===== src/rtl/ctz_seq.sv =====
// Multi-cycle count-trailing-zeros unit: scans STEP bits per cycle from the LSB with early exit.
// Optional CTZ_CTO_EN: with ones=1 at start, the operand is inverted so trailing ones are counted.
module ctz_seq #(
   parameter int WIDTH = 32,
   parameter int STEP  = 4
) (
   input  logic             clk,
   input  logic             rst,
   input  logic             start,
   input  logic [WIDTH-1:0] ctz_in,
   input  logic             ones,
   output logic             busy,
   output logic             done,
   output logic [31:0]      ctz_out
);

   localparam int CW = $clog2(WIDTH + 1);

   typedef enum logic [1:0] {
      IDLE = 2'd0,
      SCAN = 2'd1,
      DONE = 2'd2
   } state_t;

   state_t           state_r;
   state_t           state_s;
   logic [WIDTH-1:0] sr_r;
   logic [WIDTH-1:0] sr_s;
   logic [CW-1:0]    cnt_r;
   logic [CW-1:0]    cnt_s;
   logic [31:0]      ctz_out_r;
   logic [31:0]      ctz_out_s;
   logic             busy_r;
   logic             done_r;
   logic [WIDTH-1:0] operand_s;

   // Index of the lowest set bit in a STEP group; the group is known non-zero when used.
   function automatic logic [CW-1:0] low_set_idx(input logic [STEP-1:0] grp);
      logic [CW-1:0] idx;
      idx = {CW{1'b0}};
      for (int i = STEP - 1; i >= 0; i--) begin
         if (grp[i]) begin
            idx = CW'(i);
         end else begin
            idx = idx;
         end
      end
      return idx;
   endfunction

`ifdef CTZ_CTO_EN
   // Operand to latch: inverted when counting trailing ones.
   always_comb begin
      operand_s = ctz_in;
      if (ones) begin
         operand_s = ~ctz_in;
      end else begin
         operand_s = ctz_in;
      end
   end
`else
   logic ones_unused;
   assign ones_unused = ones;

   // Operand to latch: trailing-zero mode only.
   always_comb begin
      operand_s = ctz_in;
   end
`endif

   // Next-state, shift register, counter and result computation.
   always_comb begin
      state_s   = state_r;
      sr_s      = sr_r;
      cnt_s     = cnt_r;
      ctz_out_s = ctz_out_r;
      case (state_r)
         IDLE, DONE: begin
            if (start) begin
               sr_s    = operand_s;
               cnt_s   = {CW{1'b0}};
               state_s = SCAN;
            end else begin
               state_s = IDLE;
            end
         end
         SCAN: begin
            if (sr_r == {WIDTH{1'b0}}) begin
               ctz_out_s = 32'(WIDTH);
               state_s   = DONE;
            end else if (sr_r[STEP-1:0] != {STEP{1'b0}}) begin
               ctz_out_s = 32'(cnt_r + low_set_idx(sr_r[STEP-1:0]));
               state_s   = DONE;
            end else begin
               sr_s    = sr_r >> STEP;
               cnt_s   = cnt_r + CW'(STEP);
               state_s = SCAN;
            end
         end
         default: begin
            state_s = IDLE;
         end
      endcase
   end

   // State and datapath registers; busy/done are registered decodes of the next state.
   always_ff @(posedge clk) begin
      if (rst) begin
         state_r   <= IDLE;
         sr_r      <= {WIDTH{1'b0}};
         cnt_r     <= {CW{1'b0}};
         ctz_out_r <= 32'd0;
         busy_r    <= 1'b0;
         done_r    <= 1'b0;
      end else begin
         state_r   <= state_s;
         sr_r      <= sr_s;
         cnt_r     <= cnt_s;
         ctz_out_r <= ctz_out_s;
         busy_r    <= (state_s == SCAN);
         done_r    <= (state_s == DONE);
      end
   end

   assign busy    = busy_r;
   assign done    = done_r;
   assign ctz_out = ctz_out_r;

endmodule


===== config.mk =====
export PLATFORM = sky130hd
export DESIGN_NAME = ctz_seq
export DESIGN_NICKNAME = d
export VERILOG_FILES = /design/src/rtl/ctz_seq.sv
export SDC_FILE = /design/constraint.sdc
export NUM_CORES = 1
export LEC_CHECK = 0
export CORE_AREA = 8 8 78 80
export CTS_CLUSTER_SIZE = 12
export DETAILED_ROUTE_END_ITERATION = 8
export DIE_AREA = 0 0 86 88
export DONT_BUFFER_PORTS = 1
export GPL_TIMING_DRIVEN = 0
export PLACE_DENSITY = 0.63
export SKIP_LAST_GASP = 1
export SLEW_MARGIN = 20
export SYNTH_ARGS = -nofsm -noshare
export SYNTH_HDL_FRONTEND = slang
export SYNTH_SLANG_ARGS = --single-unit

===== constraint.sdc =====
create_clock -name clk -period 1.6 [get_ports clk]
set_input_delay 0.16 -clock clk [delete_from_list [all_inputs] [get_ports clk]]
set_output_delay 0.16 -clock clk [all_outputs]
set_load 0.01 [all_outputs]

### Word level (Yosys, flattened, before mapping)

Index checks and enable logic that the tools add are counted.

| storage, ports and cells | value |
|---|---|
| flip-flop bits (word level) | 74 |
| input port bits | 36 |
| output and inout port bits | 34 |

| operators by class | value |
|---|---|
| add/subtract/negate cells | 2 |
| equal/unequal tests | 7 |
| mux-type cells | 21 |
| reductions and logical operators | 8 |

Operator list:

| kind | number |
|---|---|
| $mux W32 | 5 |
| $pmux W32 S2 | 1 |
| $mux W6 | 9 |
| $logic_not A32 Y1 | 1 |
| $pmux W6 S2 | 1 |
| $add A6 B6 Y7 | 1 |
| $add A6 B3 Y6 const B | 1 |
| $mux W2 | 3 |
| $ne A2 B2 Y1 const B | 3 |
| $eq A2 B1 Y1 const B | 2 |
| $eq A2 B2 Y1 const B | 2 |
| $pmux W2 S2 | 1 |
| $reduce_and A4 Y1 | 1 |
| $reduce_bool A2 Y1 | 2 |
| $reduce_bool A4 Y1 | 1 |
| $logic_not A2 Y1 | 1 |
| $reduce_and A2 Y1 | 1 |
| $reduce_or A2 Y1 | 1 |
| $mux W1 | 1 |

### Longest topological paths before layout

| depth | value |
|---|---|
| depth in word-level cells | 10 |
| gate-level depth with buffers | 6 |
| mapped depth without buffers | 6 |

### Least setup slack after synthesis

Ideal clock, no wire load.

| timing | value |
|---|---|
| path kind | register to register |
| start | reg sr_r[12] |
| end | reg ctz_out_r[4], in the netlist ctz_out[4] |
| library setup time | 0.117 ns |
| arrival time | 1.487 ns |
| path slack | -0.004 ns |
| cell stages (with the launch flop) | 7 |
| cells stage by stage | dfxtp_1 -> nor4_1 -> nand4_1 -> o21a_1 -> nand2b_1 -> buf_6 -> a32o_1 |

| on the way | value |
|---|---|
| cells in the longest elaborated chain, start to end | 3 |
| elaborated cells on any way between the ends | 4 |
| classes of those cells | mux: 1; reduce/logical: 3 |

Ends and longest elaborated chain:

| what | RTL line | text |
|---|---|---|
| start: declaration | 27 | `logic [WIDTH-1:0] sr_r;` |
| start signal: assignment | 110 | `sr_r <= {WIDTH{1'b0}};` |
| start signal: assignment | 117 | `sr_r <= sr_s;` |
| $logic_not A32 Y1 (*) | 88 | `if (sr_r == {WIDTH{1'b0}}) begin` |
| $reduce_bool A2 Y1 (no source line) | -- |  |
| $reduce_and A2 Y1 (no source line) | -- |  |
| end signal: assignment | 119 | `ctz_out_r <= ctz_out_s;` |
| end: declaration | 31 | `logic [31:0] ctz_out_r;` |

Every way passes the cells marked *; elsewhere a longest branch is shown, timed or not.
A chain may end at the register's enable or synchronous reset.

### Worst setup path after layout

| timing | value |
|---|---|
| start | reg sr_r[15] |
| end | reg sr_r[20] |

| on the way | value |
|---|---|
| cells in the longest elaborated chain, start to end | 3 |

Ends and longest elaborated chain:

| what | RTL line |
|---|---|
| $logic_not A32 Y1 | 88 |
| $ne A2 B2 Y1 (no source line) | -- |
| $reduce_and A4 Y1 (no source line) | -- |

Every way passes these cells.

==> flow_summary.toml <==
[worst_setup_path]
cp_cell_sequence = "nor4_4 -> nand4_1 -> buf_4 -> o21a_4 -> buf_4 -> nor3_1 -> a311oi_2"
worst-path-max-fanout = 10
critical_path_data_arrival_time_ns = 1.94
worstPathRequired_ns = 1.75
critPathSlowestCell = "sky130_fd_sc_hd__dfxtp_1"
criticalPathCategory = "register to register"
most_prevalent_standard_cell_on_the_critical_path = "sky130_fd_sc_hd__buf_4"
count_of_cell_instances_traversed_by_the_critical_path = 7
cpLargestDelayFamily = "simple AND/OR/NAND/NOR gates"
critical_path_end_type = "register"
cells_on_worst_reg2reg_path = 7
path_buf_inv = 2
cpPeakStageDelay_ns = 0.36
timing.critical_path.from_type = "register"

[global_route]
antenna_found_initial = 0
grt_pass1_wl_um = 10200
gr-usage-all-layers_pct = 16.6
first_global_vias = 2046
pin_count_of_the_biggest_net_entering_global_routing = 20
globalRoute.totalOverflow = 0

[clocking]
tritoncts_clock_tree = "built"
clock-sinks = 47
cts_inserted_buffers = 5
worst_skew_pair.late_latency_ns = 0.30
clock_tree_buffer_depth = 2
h_tree_depth = 2
root_buffer = "sky130_fd_sc_hd__clkbuf_8"
clk_pin_slew_ns = 0.08

[cells_and_area]
num_antenna_cells = 0
final_layout_size_suffix_gt1_share_pct = 33.1
fillerInstances = 447
finalInstanceArea_um2 = 3080
area_growth_pct = 32.7
design.final.nets = 363

[placed_design]
dp_area_um2 = 2500
numPortBuffers = 0
routabilityCongestion = 0.832
dp_hpwl_um = 4490

[min_path]
worst_hold_path_stage_count = 2
holdCritPathClass = "input port to register"

[synthesis]
number_of_enable_flip_flop_cells_after_synthesis = 0
synthDistinctLibCells = 35
synthesis.yosys.warnings = 0
synthArstFlopShare_pct = 0
synth.ff_latch_count = 47
synth.largest_area_cell = "sky130_fd_sc_hd__dfxtp_1"
syn-cell-area_um2 = 2320
syn_inst = 281
seq_area_frac_synth_pct = 40.5
syn_area_per_cell_um2 = 8.27
synth_top_area_share_pct = 40.5
postSynth.topFlopCell = "sky130_fd_sc_hd__dfxtp_1"
synth_area_leaders = "sky130_fd_sc_hd__dfxtp_1 (40%), sky130_fd_sc_hd__a311oi_1 (11%), sky130_fd_sc_hd__nand2_1 (10%)"

[floorplan]
fp.dieW_um = 86
num_io_pins = 70
floorplan.die_area_um2 = 7570
starting_density_of_the_core_pct = 47.3
std_cell_rows = 26
core_area_um2 = 4910
fp.dieH_um = 88

[timing]
slew_headroom_pct = 53.1
period_minus_slack_ns = 1.79
fin_ws_ns = -0.185
final_hold_violation_count = 0
tightestPinTransition_ns = 0.703
finalSetupViolations = 43
fin_crit_sh_pct = 112
clock-skew-final_ns = 0.00572
slew_violations = 0
clock.fmax_mhz = 560
setup_repair_after_global_routing_missed_its_margin = "yes"

[status]
violations = "negative setup slack"
result_of_the_run = "finished, violations left"

[detailed_routing]
firstDrtPassIters = 4
antenna_left = 0
vias_per_cell = 5.43
detail_route.drc_violations = 0
wl_per_cell_um = 16.3
drtIter0Drc = 104
totalWireLength_um = 6450
vias = 2151

[power]
static-leakage-power_nw = 1.18
totalPowerFinal_mw = 3.14
worst_ir_drop_on_vdd_uv = 631
power_density_cells_nw_per_um2 = 1020

[run]
timing.max_cap.violations = 0
## cell usage in the layout (no fill, tap or decap), types with 2 or more instances in the layout
| master | count |
|---|---|
| sky130_fd_sc_hd__a21oi_1 | 7 |
| sky130_fd_sc_hd__a311oi_1 | 8 |
| sky130_fd_sc_hd__a311oi_2 | 20 |
| sky130_fd_sc_hd__a32o_1 | 6 |
| sky130_fd_sc_hd__buf_12 | 3 |
| sky130_fd_sc_hd__buf_2 | 2 |
| sky130_fd_sc_hd__buf_4 | 34 |
| sky130_fd_sc_hd__buf_6 | 4 |
| sky130_fd_sc_hd__clkbuf_1 | 11 |
| sky130_fd_sc_hd__clkbuf_2 | 2 |
| sky130_fd_sc_hd__clkbuf_8 | 6 |
| sky130_fd_sc_hd__conb_1 | 26 |
| sky130_fd_sc_hd__dfxtp_1 | 36 |
| sky130_fd_sc_hd__dfxtp_2 | 11 |
| sky130_fd_sc_hd__dlygate4sd3_1 | 4 |
| sky130_fd_sc_hd__ha_1 | 2 |
| sky130_fd_sc_hd__nand2_1 | 63 |
| sky130_fd_sc_hd__nand2b_1 | 2 |
| sky130_fd_sc_hd__nand3_1 | 8 |
| sky130_fd_sc_hd__nand4_1 | 2 |
| sky130_fd_sc_hd__nor2_1 | 5 |
| sky130_fd_sc_hd__nor2b_1 | 2 |
| sky130_fd_sc_hd__nor3_1 | 23 |
| sky130_fd_sc_hd__nor3_2 | 8 |
| sky130_fd_sc_hd__nor4_4 | 7 |
| sky130_fd_sc_hd__o31ai_1 | 2 |
## synth_stat cells (all sizes together) (3+ instances only)
cell type,instances
a21oi,8
a311oi,28
a32o,6
buf,34
clkbuf,14
dfxtp,47
nand2,64
nand2b,3
nand3,9
nor2,5
nor2b,3
nor3,31
nor4,8
## cell families (layout without fill, tap and decap cells)
kind of cell	count (synthesis)	in the layout	synth area share, %
other	1	26	0.161
and+or+nand+nor	128	128	26.0
AOI/OAI and AO/OA	51	51	18.0
buffers and inverters	50	70	13.5
DFF	47	47	40.5
adders and majority gates	2	2	1.08
xor gates and xnor gates	2	2	0.754
## stage by stage
stage | setup WS, ns | instances | utilization, % | hold slack [ns] | setup TNS [ns]
CTS | -0.0757 | 393 | 58.1 | 0.0114 | -2.66
global placement | -0.247 | 376 | 51.0 | 0.303 | -7.80
global route | -0.251 | 396 | 62.8 | 0.0144 | -8.52
finish | -0.185 | 396 | 62.8 | 0.0160 | -4.61
detailed placement | -0.251 | 376 | 51.0 | 0.306 | -7.67
floorplan | 0.00630 | 306 | - | 0.296 | 0
## worst register-to-register path, delay by kind of cell, from the launching register on
family / cells / cell delay, ns
DFF: 1 / 0.36
AOI/OAI and AO/OA: 2 / 0.30
and+or+nand+nor: 3 / 0.62
buffers and inverters: 2 / 0.35
## power by group
group / total [mW] / switching (mW) / internal (mW)
Clock: 0.897 / 0.391 / 0.506
Combinational: 0.809 / 0.413 / 0.395
Sequential: 1.43 / 0.148 / 1.29
## metal layers
layer | GRT usage [%] | wire, um | vias up
met2 | 26.4 | 3100 | 62
met3 | 5.82 | 466 | 8
met1 | 20.8 | 2810 | 1025
met5 | 0 | 0 | -
met4 | 4.14 | 72 | 0
li1 | - | - | 1056
## final timing paths
| check | startpoint | endpoint | slack, ns |
|---|---|---|---|
| setup / recovery | sr_r[15] | sr_r[20] | -0.19 |
| hold / removal | ctz_in[24] | sr_r[24] | 0.02 |
| setup reg to reg | sr_r[15] | sr_r[20] | -0.19 |
| hold reg to reg | ctz_out[5] | ctz_out[5] | 0.50 |
## timing repair
| action | in CTS | in global routing |
|---|---|---|
| resized for setup | 30 | 44 |
| pin swaps | 18 | 11 |
| cloned | 0 | 1 |
| hold buffers | 4 | 0 |
| setup buffers | 6 | 2 |
| hold endpoints to repair | 4 | 0 |
| setup endpoints to repair | 47 | 47 |
## registers in the layout (all words and copies together) (netlist names)
name / flops
cnt_r: 4
done: 1
busy: 1
sr_r: 32
ctz_out: 7
state_r: 2
## area by class of cell
| cell class | count | area [um^2] | share of cell area (%) |
|---|---|---|---|
| clock buffer | 6 | 82.6 | 2.68 |
| timing repair buffer | 13 | 124 | 4.02 |
| inverter | 2 | 7.51 | 0.243 |
| buffer | 47 | 338 | 11.0 |
| sequential | 47 | 955 | 31.0 |
| tap | 70 | 87.6 | 2.84 |
| clock inverter | 2 | 35.0 | 1.14 |
| multi-input combinational | 209 | 1460 | 47.2 |
Note: power is estimated with default switching activity, not from simulation.
